[config.mk]
export PLATFORM = sky130hd
export DESIGN_NAME = mem_access_stage
export DESIGN_NICKNAME = d
export VERILOG_FILES = /design/src/rtl/mem_access_stage.sv
export SDC_FILE = /design/constraint.sdc
export NUM_CORES = 1
export LEC_CHECK = 0
export CAP_MARGIN = 30
export CORE_MARGIN = 5
export CORE_UTILIZATION = 41
export DETAILED_ROUTE_END_ITERATION = 12
export HOLD_SLACK_MARGIN = 0.15
export PLACE_DENSITY_LB_ADDON = 0.15
export RECOVER_POWER = 50
export SLEW_MARGIN = 0
export SYNTH_ARGS = -nofsm -noshare
export SYNTH_HDL_FRONTEND = slang
export SYNTH_SLANG_ARGS = --single-unit
[constraint.sdc]
create_clock -name clk -period 2.8 [get_ports clk]
set_clock_uncertainty 0.2 [all_clocks]
set_input_delay 0.42 -clock clk [delete_from_list [all_inputs] [get_ports clk]]
set_output_delay 0.42 -clock clk [all_outputs]
set_load 0.05 [all_outputs]
[src/rtl/mem_access_stage.sv]
// MEM-stage datapath and control between the EX/MEM and MEM/WB latches.
// Issues loads and stores to a handshaked data memory. Stores are steered onto
// byte lanes, and load data is lane-selected and extended. The block flags
// misaligned accesses and memory timeouts. While an access is outstanding it
// stalls the upstream stages and shows a bubble (reg_write_out=0) to MEM/WB.
module mem_access_stage #(
    parameter int unsigned TIMEOUT_CYCLES = 255
) (
    input  logic        clk,
    input  logic        reset,
    input  logic        valid_in,
    input  logic [31:0] alu_result_in,
    input  logic [31:0] write_data_in,
    input  logic [4:0]  write_register_in,
    input  logic        reg_write_in,
    input  logic        mem_to_reg_in,
    input  logic        mem_read_in,
    input  logic        mem_write_in,
    input  logic [1:0]  mem_size_in,
    input  logic        mem_unsigned_in,
    input  logic [31:0] pc_plus_4_in,
    input  logic        is_jal_in,
    input  logic        dmem_ack,
    input  logic [31:0] dmem_rdata,
    output logic        dmem_req,
    output logic        dmem_we,
    output logic [31:0] dmem_addr,
    output logic [31:0] dmem_wdata,
    output logic [3:0]  dmem_be,
    output logic        stall_out,
    output logic [31:0] alu_result_out,
    output logic [31:0] read_data_out,
    output logic [4:0]  write_register_out,
    output logic        reg_write_out,
    output logic        mem_to_reg_out,
    output logic [31:0] pc_plus_4_out,
    output logic        is_jal_out,
    output logic        misalign_err,
    output logic        bus_err
);

    typedef enum logic [1:0] {
        ST_IDLE = 2'd0,
        ST_REQ  = 2'd1,
        ST_DONE = 2'd2
    } state_t;

    // Last wait cycle index. The counter starts at 0 in the first REQ cycle.
    localparam logic [9:0] TMO_LAST = 10'(TIMEOUT_CYCLES - 1);

    state_t      state_q, state_d;
    logic        req_q, req_d;
    logic        we_q, we_d;
    logic [31:0] addr_q, addr_d;
    logic [31:0] wdata_q, wdata_d;
    logic [3:0]  be_q, be_d;
    logic [9:0]  cnt_q, cnt_d;
    logic [31:0] load_q, load_d;
    logic        bus_err_q, bus_err_d;
    logic [1:0]  lo_q, lo_d;
    logic [1:0]  size_q, size_d;
    logic        uns_q, uns_d;

    logic        mem_op_s;
    logic        misaligned_s;
    logic        access_s;
    logic        stall_s;
    logic        reg_write_s;
    logic [31:0] read_data_s;
    logic        misalign_s;

    // Halfwords need an even address. Words (size 10 or 11) need a 4-byte aligned address.
    function automatic logic addr_misaligned(input logic [1:0] size, input logic [1:0] lo);
        case (size)
            2'b00:   addr_misaligned = 1'b0;
            2'b01:   addr_misaligned = lo[0];
            default: addr_misaligned = (lo != 2'b00);
        endcase
    endfunction

    // Byte enables for a store of the given size at the given byte offset.
    function automatic logic [3:0] store_be(input logic [1:0] size, input logic [1:0] lo);
        case (size)
            2'b00:   store_be = 4'b0001 << lo;
            2'b01:   store_be = lo[1] ? 4'b1100 : 4'b0011;
            default: store_be = 4'b1111;
        endcase
    endfunction

    // Store data is replicated on every lane, so the byte enables alone pick the target lane.
    function automatic logic [31:0] store_wdata(input logic [1:0] size, input logic [31:0] wd);
        case (size)
            2'b00:   store_wdata = {4{wd[7:0]}};
            2'b01:   store_wdata = {2{wd[15:0]}};
            default: store_wdata = wd;
        endcase
    endfunction

    // Select the addressed lane of the read word, then sign- or zero-extend it.
    function automatic logic [31:0] load_format(input logic [1:0] size, input logic [1:0] lo,
                                                input logic uns, input logic [31:0] rdata);
        logic [7:0]  b;
        logic [15:0] h;
        case (lo)
            2'd0:    b = rdata[7:0];
            2'd1:    b = rdata[15:8];
            2'd2:    b = rdata[23:16];
            default: b = rdata[31:24];
        endcase
        h = lo[1] ? rdata[31:16] : rdata[15:0];
        case (size)
            2'b00:   load_format = uns ? {24'd0, b} : {{24{b[7]}}, b};
            2'b01:   load_format = uns ? {16'd0, h} : {{16{h[15]}}, h};
            default: load_format = rdata;
        endcase
    endfunction

    assign mem_op_s     = valid_in & (mem_read_in | mem_write_in);
    assign misaligned_s = mem_op_s & addr_misaligned(mem_size_in, alu_result_in[1:0]);
    assign access_s     = mem_op_s & ~misaligned_s;

    // Next-state logic for the access FSM and its request and capture registers.
    always_comb begin
        state_d   = state_q;
        req_d     = req_q;
        we_d      = we_q;
        addr_d    = addr_q;
        wdata_d   = wdata_q;
        be_d      = be_q;
        cnt_d     = cnt_q;
        load_d    = load_q;
        bus_err_d = bus_err_q;
        lo_d      = lo_q;
        size_d    = size_q;
        uns_d     = uns_q;
        case (state_q)
            ST_IDLE: begin
                if (access_s) begin
                    state_d = ST_REQ;
                    req_d   = 1'b1;
                    we_d    = mem_write_in;
                    addr_d  = {alu_result_in[31:2], 2'b00};
                    wdata_d = store_wdata(mem_size_in, write_data_in);
                    be_d    = store_be(mem_size_in, alu_result_in[1:0]);
                    cnt_d   = 10'd0;
                    lo_d    = alu_result_in[1:0];
                    size_d  = mem_size_in;
                    uns_d   = mem_unsigned_in;
                end else begin
                    state_d = ST_IDLE;
                end
            end
            ST_REQ: begin
                if (dmem_ack) begin
                    state_d = ST_DONE;
                    req_d   = 1'b0;
                    we_d    = 1'b0;
                    load_d  = we_q ? 32'd0 : load_format(size_q, lo_q, uns_q, dmem_rdata);
                end else if (cnt_q == TMO_LAST) begin
                    state_d   = ST_DONE;
                    req_d     = 1'b0;
                    we_d      = 1'b0;
                    load_d    = 32'd0;
                    bus_err_d = 1'b1;
                end else begin
                    cnt_d = cnt_q + 10'd1;
                end
            end
            ST_DONE: begin
                state_d   = ST_IDLE;
                bus_err_d = 1'b0;
            end
            default: begin
                state_d   = ST_IDLE;
                req_d     = 1'b0;
                we_d      = 1'b0;
                bus_err_d = 1'b0;
            end
        endcase
    end

    // State and request registers. Reset drops any in-flight request immediately.
    always_ff @(posedge clk or negedge reset) begin
        if (!reset) begin
            state_q   <= ST_IDLE;
            req_q     <= 1'b0;
            we_q      <= 1'b0;
            addr_q    <= 32'd0;
            wdata_q   <= 32'd0;
            be_q      <= 4'd0;
            cnt_q     <= 10'd0;
            load_q    <= 32'd0;
            bus_err_q <= 1'b0;
            lo_q      <= 2'd0;
            size_q    <= 2'd0;
            uns_q     <= 1'b0;
        end else begin
            state_q   <= state_d;
            req_q     <= req_d;
            we_q      <= we_d;
            addr_q    <= addr_d;
            wdata_q   <= wdata_d;
            be_q      <= be_d;
            cnt_q     <= cnt_d;
            load_q    <= load_d;
            bus_err_q <= bus_err_d;
            lo_q      <= lo_d;
            size_q    <= size_d;
            uns_q     <= uns_d;
        end
    end

    // Stall, write-enable gating and load-data selection for each FSM state.
    always_comb begin
        stall_s     = 1'b0;
        reg_write_s = 1'b0;
        read_data_s = 32'd0;
        misalign_s  = 1'b0;
        case (state_q)
            ST_IDLE: begin
                stall_s     = access_s;
                reg_write_s = reg_write_in & valid_in & ~misaligned_s & ~access_s;
                misalign_s  = misaligned_s;
            end
            ST_REQ: begin
                stall_s     = 1'b1;
                reg_write_s = 1'b0;
            end
            ST_DONE: begin
                stall_s     = 1'b0;
                reg_write_s = reg_write_in & ~bus_err_q;
                read_data_s = load_q;
            end
            default: begin
                stall_s     = 1'b0;
                reg_write_s = 1'b0;
            end
        endcase
    end

    assign stall_out          = stall_s & reset;
    assign reg_write_out      = reg_write_s & reset;
    assign read_data_out      = read_data_s;
    assign misalign_err       = misalign_s;
    assign bus_err            = bus_err_q;

    assign dmem_req           = req_q;
    assign dmem_we            = we_q;
    assign dmem_addr          = addr_q;
    assign dmem_wdata         = wdata_q;
    assign dmem_be            = be_q;

    assign alu_result_out     = alu_result_in;
    assign write_register_out = write_register_in;
    assign mem_to_reg_out     = mem_to_reg_in;
    assign pc_plus_4_out      = pc_plus_4_in;
    assign is_jal_out         = is_jal_in;

endmodule

==> flow_summary_export.csv, run 1 <==
group,metric,value,unit
status,outcome,"finished, final reports clean",
clocking,cts_root_buf,"clkbuf_16",
global_route,grt_pass1_vias,5711,
setup_path,path_class,"reg2out",
clocking,clkTransAtPathRegs,0.05,ns
placed_design,post_dp_cell_area,8860,um2
final_layout,multi_input_area,2650,um2
power,powerDensity,879,nW/um2
power,leakagePower,4.16,nW
timing,finalHoldViolCount,0,
clocking,cts_made_buffers,17,
yosys,yosysTopAreaCellShare,46.0,%
final_layout,diodes,0,
timing,max_slew_margin,52.8,%
setup_path,max_stage_delay,0.46,ns
final_layout,layout-drive-gt1-share,11.6,%
setup_path,crit_slowest_cell,"dfrtp_1",
floorplan,start_util,42.1,%
yosys,synth.top_cells.by_area,"dfrtp_1 46%, nand2_1 9.9%, buf_4 8.7%",
final_layout,ff_latch_area,2950,um2
placed_design,dp_hpwl,14100,um
yosys,synth-edff-count,0,
timing,report.final.slew_viol_count,0,
floorplan,die_area,18300,um2
placed_design,gp_congestion,0.865,
global_route,grt_overflow,0,
timing,fmax,378,MHz
global_route,grt_pass1_wl,30200,um
drt,drc_errors,0,
clocking,htreeDepth,4,
drt,drtAntennaViolNets,0,
setup_path,path_cells,"nand2b_1, or3_1, nor2_1, buf_12",
final_layout,stdcell_count,1091,
setup_path,required,2.18,ns
global_route,antenna_found_initial,0,
clocking,clk_latency,0.41,ns
setup_path,critPathLaunchType,"flop",
timing,grt_setup_unrepaired,"no",
clocking,clockBufferDepth,2,
final_layout,layout_common_cells,"187 x clkdlybuf4s50_1, 170 x nand2_1, 118 x dfrtp_1, 36 x buf_12, 33 x mux2i_1",
timing,period_minus_slack,2.65,ns
final_layout,final_common_cell,"clkdlybuf4s50_1",
timing,fin_setup_tns,0,ns
drt,dr.pass1.iters,4,
global_route,grt_usage,20.7,%
final_layout,nNetsFinal,1014,
yosys,synth.avg_cell_area,9.17,um2
floorplan,core_area,15300,um2
clocking,clock_sinks,118,
setup_path,path_max_fanout,9,
final_layout,fin_util,62.1,%
setup_path,worstPathArrival,2.03,ns
yosys,synthArstFlopShare,100,%
drt,wl_per_cell,17.6,um
min_path,hold_path_class,"reg2reg",
floorplan,die_x,135,um
yosys,mappedNetlistArea,6420,um2
timing,min_period_over_period,94.6,%
timing,tightest_slew,0.707,ns
yosys,ys_warn_count,0,
final_layout,design_area,9480,um2
setup_path,end_kind,"primary output",
yosys,synth_ff_type,"dfrtp_1",
clocking,cts_setup_buffers,0,
placed_design,dp.cells,1058,
floorplan,top_level_ports,322,
global_route,grt_max_degree,108,
yosys,yosysTopAreaCell,"dfrtp_1",
yosys,yosysSeqAreaShare,46.0,%
power,vdd_drop_max,561,uV
floorplan,dieHeight,135,um
final_layout,area_growth,47.7,%
drt,num_vias,5556,
drt,drt-total-wl,19200,um
clocking,cts_tree,"yes",
clocking,ctsResizeCount,0,
final_layout,fillCellCount,1266,
clocking,cts_hold_buf,1,
drt,drtIter0Drc,290,
timing,setup_violations,0,
yosys,synth_seq_cells,118,
floorplan,row_count,45,
yosys,ys_types,54,
job,max_cap_viol_count,0,
yosys,synthCells,700,
placed_design,placement.io_buffers,241,
drt,vias_per_cell,5.09,
power,finalPower,8.33,mW
## cells in the mapped netlist, types with 9 or more instances
cell / instances
nand2_1: 170
dfrtp_1: 118
buf_4: 74
mux2i_1: 33
and2_1: 32
nor2_1: 32
o21ai_1: 29
o2bb2ai_1: 23
clkbuf_1: 21
a21oi_1: 18
buf_2: 17
inv_1: 12
o22ai_1: 10
a22o_1: 9
## state kept, by name (all words and copies together) (netlist names)
register	cells
dmem_wdata	32
size_q	2
bus_err	1
dmem_we	1
dmem_req	1
load_q	32
state_q	2
uns_q	1
dmem_be	4
dmem_addr	30
lo_q	2
cnt_q	10
## where the power goes
part	switching (mW)	leakage, nW	internal, mW
Combinational	2.13	2.37	1.28
Clock	0.794	0.301	1.53
Sequential	0.338	1.49	2.25
Total	3.27	4.16	5.06
## final timing paths
check                                 to     startpoint  depth (start not counted)  slack [ns]
setup / recovery            misalign_err     state_q[1]                          4        0.15
hold / removal             dmem_addr[24]  dmem_addr[24]                          2        0.26
setup reg to reg              load_q[13]       cnt_q[0]                          7        0.29
hold reg to reg            dmem_addr[24]  dmem_addr[24]                          2        0.26
max in group asynchronous  dmem_wdata[9]          reset                          3        1.28
min in group asynchronous  dmem_addr[12]          reset                          2        0.28
## kinds of logic (layout without fill, tap and decap cells)
logic type                 Yosys count  count (layout)  share of synthesized area [%]
xor gates and xnor gates             2               2                          0.273
muxes                               36              36                           5.85
DFF                                118             118                           46.0
buffers and inverters              129             308                           12.8
AOI/OAI and AO/OA                  139             139                           15.5
and+or+nand+nor                    273             273                           19.1
adders and majority gates            2               2                          0.390
other                                1               2                         0.0584
## routing by layer
metal | routed length, um | up-vias | track usage (%)
met1 | 7720 | 2670 | 24.5
met3 | 1800 | 27 | 7.94
met2 | 9460 | 203 | 34.9
li1 | - | 2656 | -
met5 | 0 | - | 0
met4 | 248 | 0 | 6.44
## final cells by class
cell class | instances | area share, %
clock buffer | 19 | 4.78
clock inverter | 13 | 1.89
inverter | 12 | 0.475
multi-input combinational | 454 | 27.9
sequential | 118 | 31.2
tap | 211 | 2.79
timing repair buffer | 264 | 31.0
## per-stage QoR
step	setup slack (ns)	hold slack [ns]
finish	0.153	0.263
global route	0.0627	0.281
global placement	0.0362	0.0914
detailed placement	-0.00739	0.0950
CTS	0.125	0.275
floorplan	0.170	-0.0756
## worst max-delay path: cells and delay by family (launching register included)
| family | cells | cell delay (ns) |
|---|---|---|
| simple gates | 3 | 0.98 |
| buf+inv | 1 | 0.17 |
| flops | 1 | 0.46 |
Note: power is estimated with default switching activity, not from simulation.
==> inputs of run 2 (changes only) <==
SKIP_LAST_GASP = 1   (was not set)
==> results of run 2 <==
No change in the layout: final DEF, timing and power equal those of run 1.
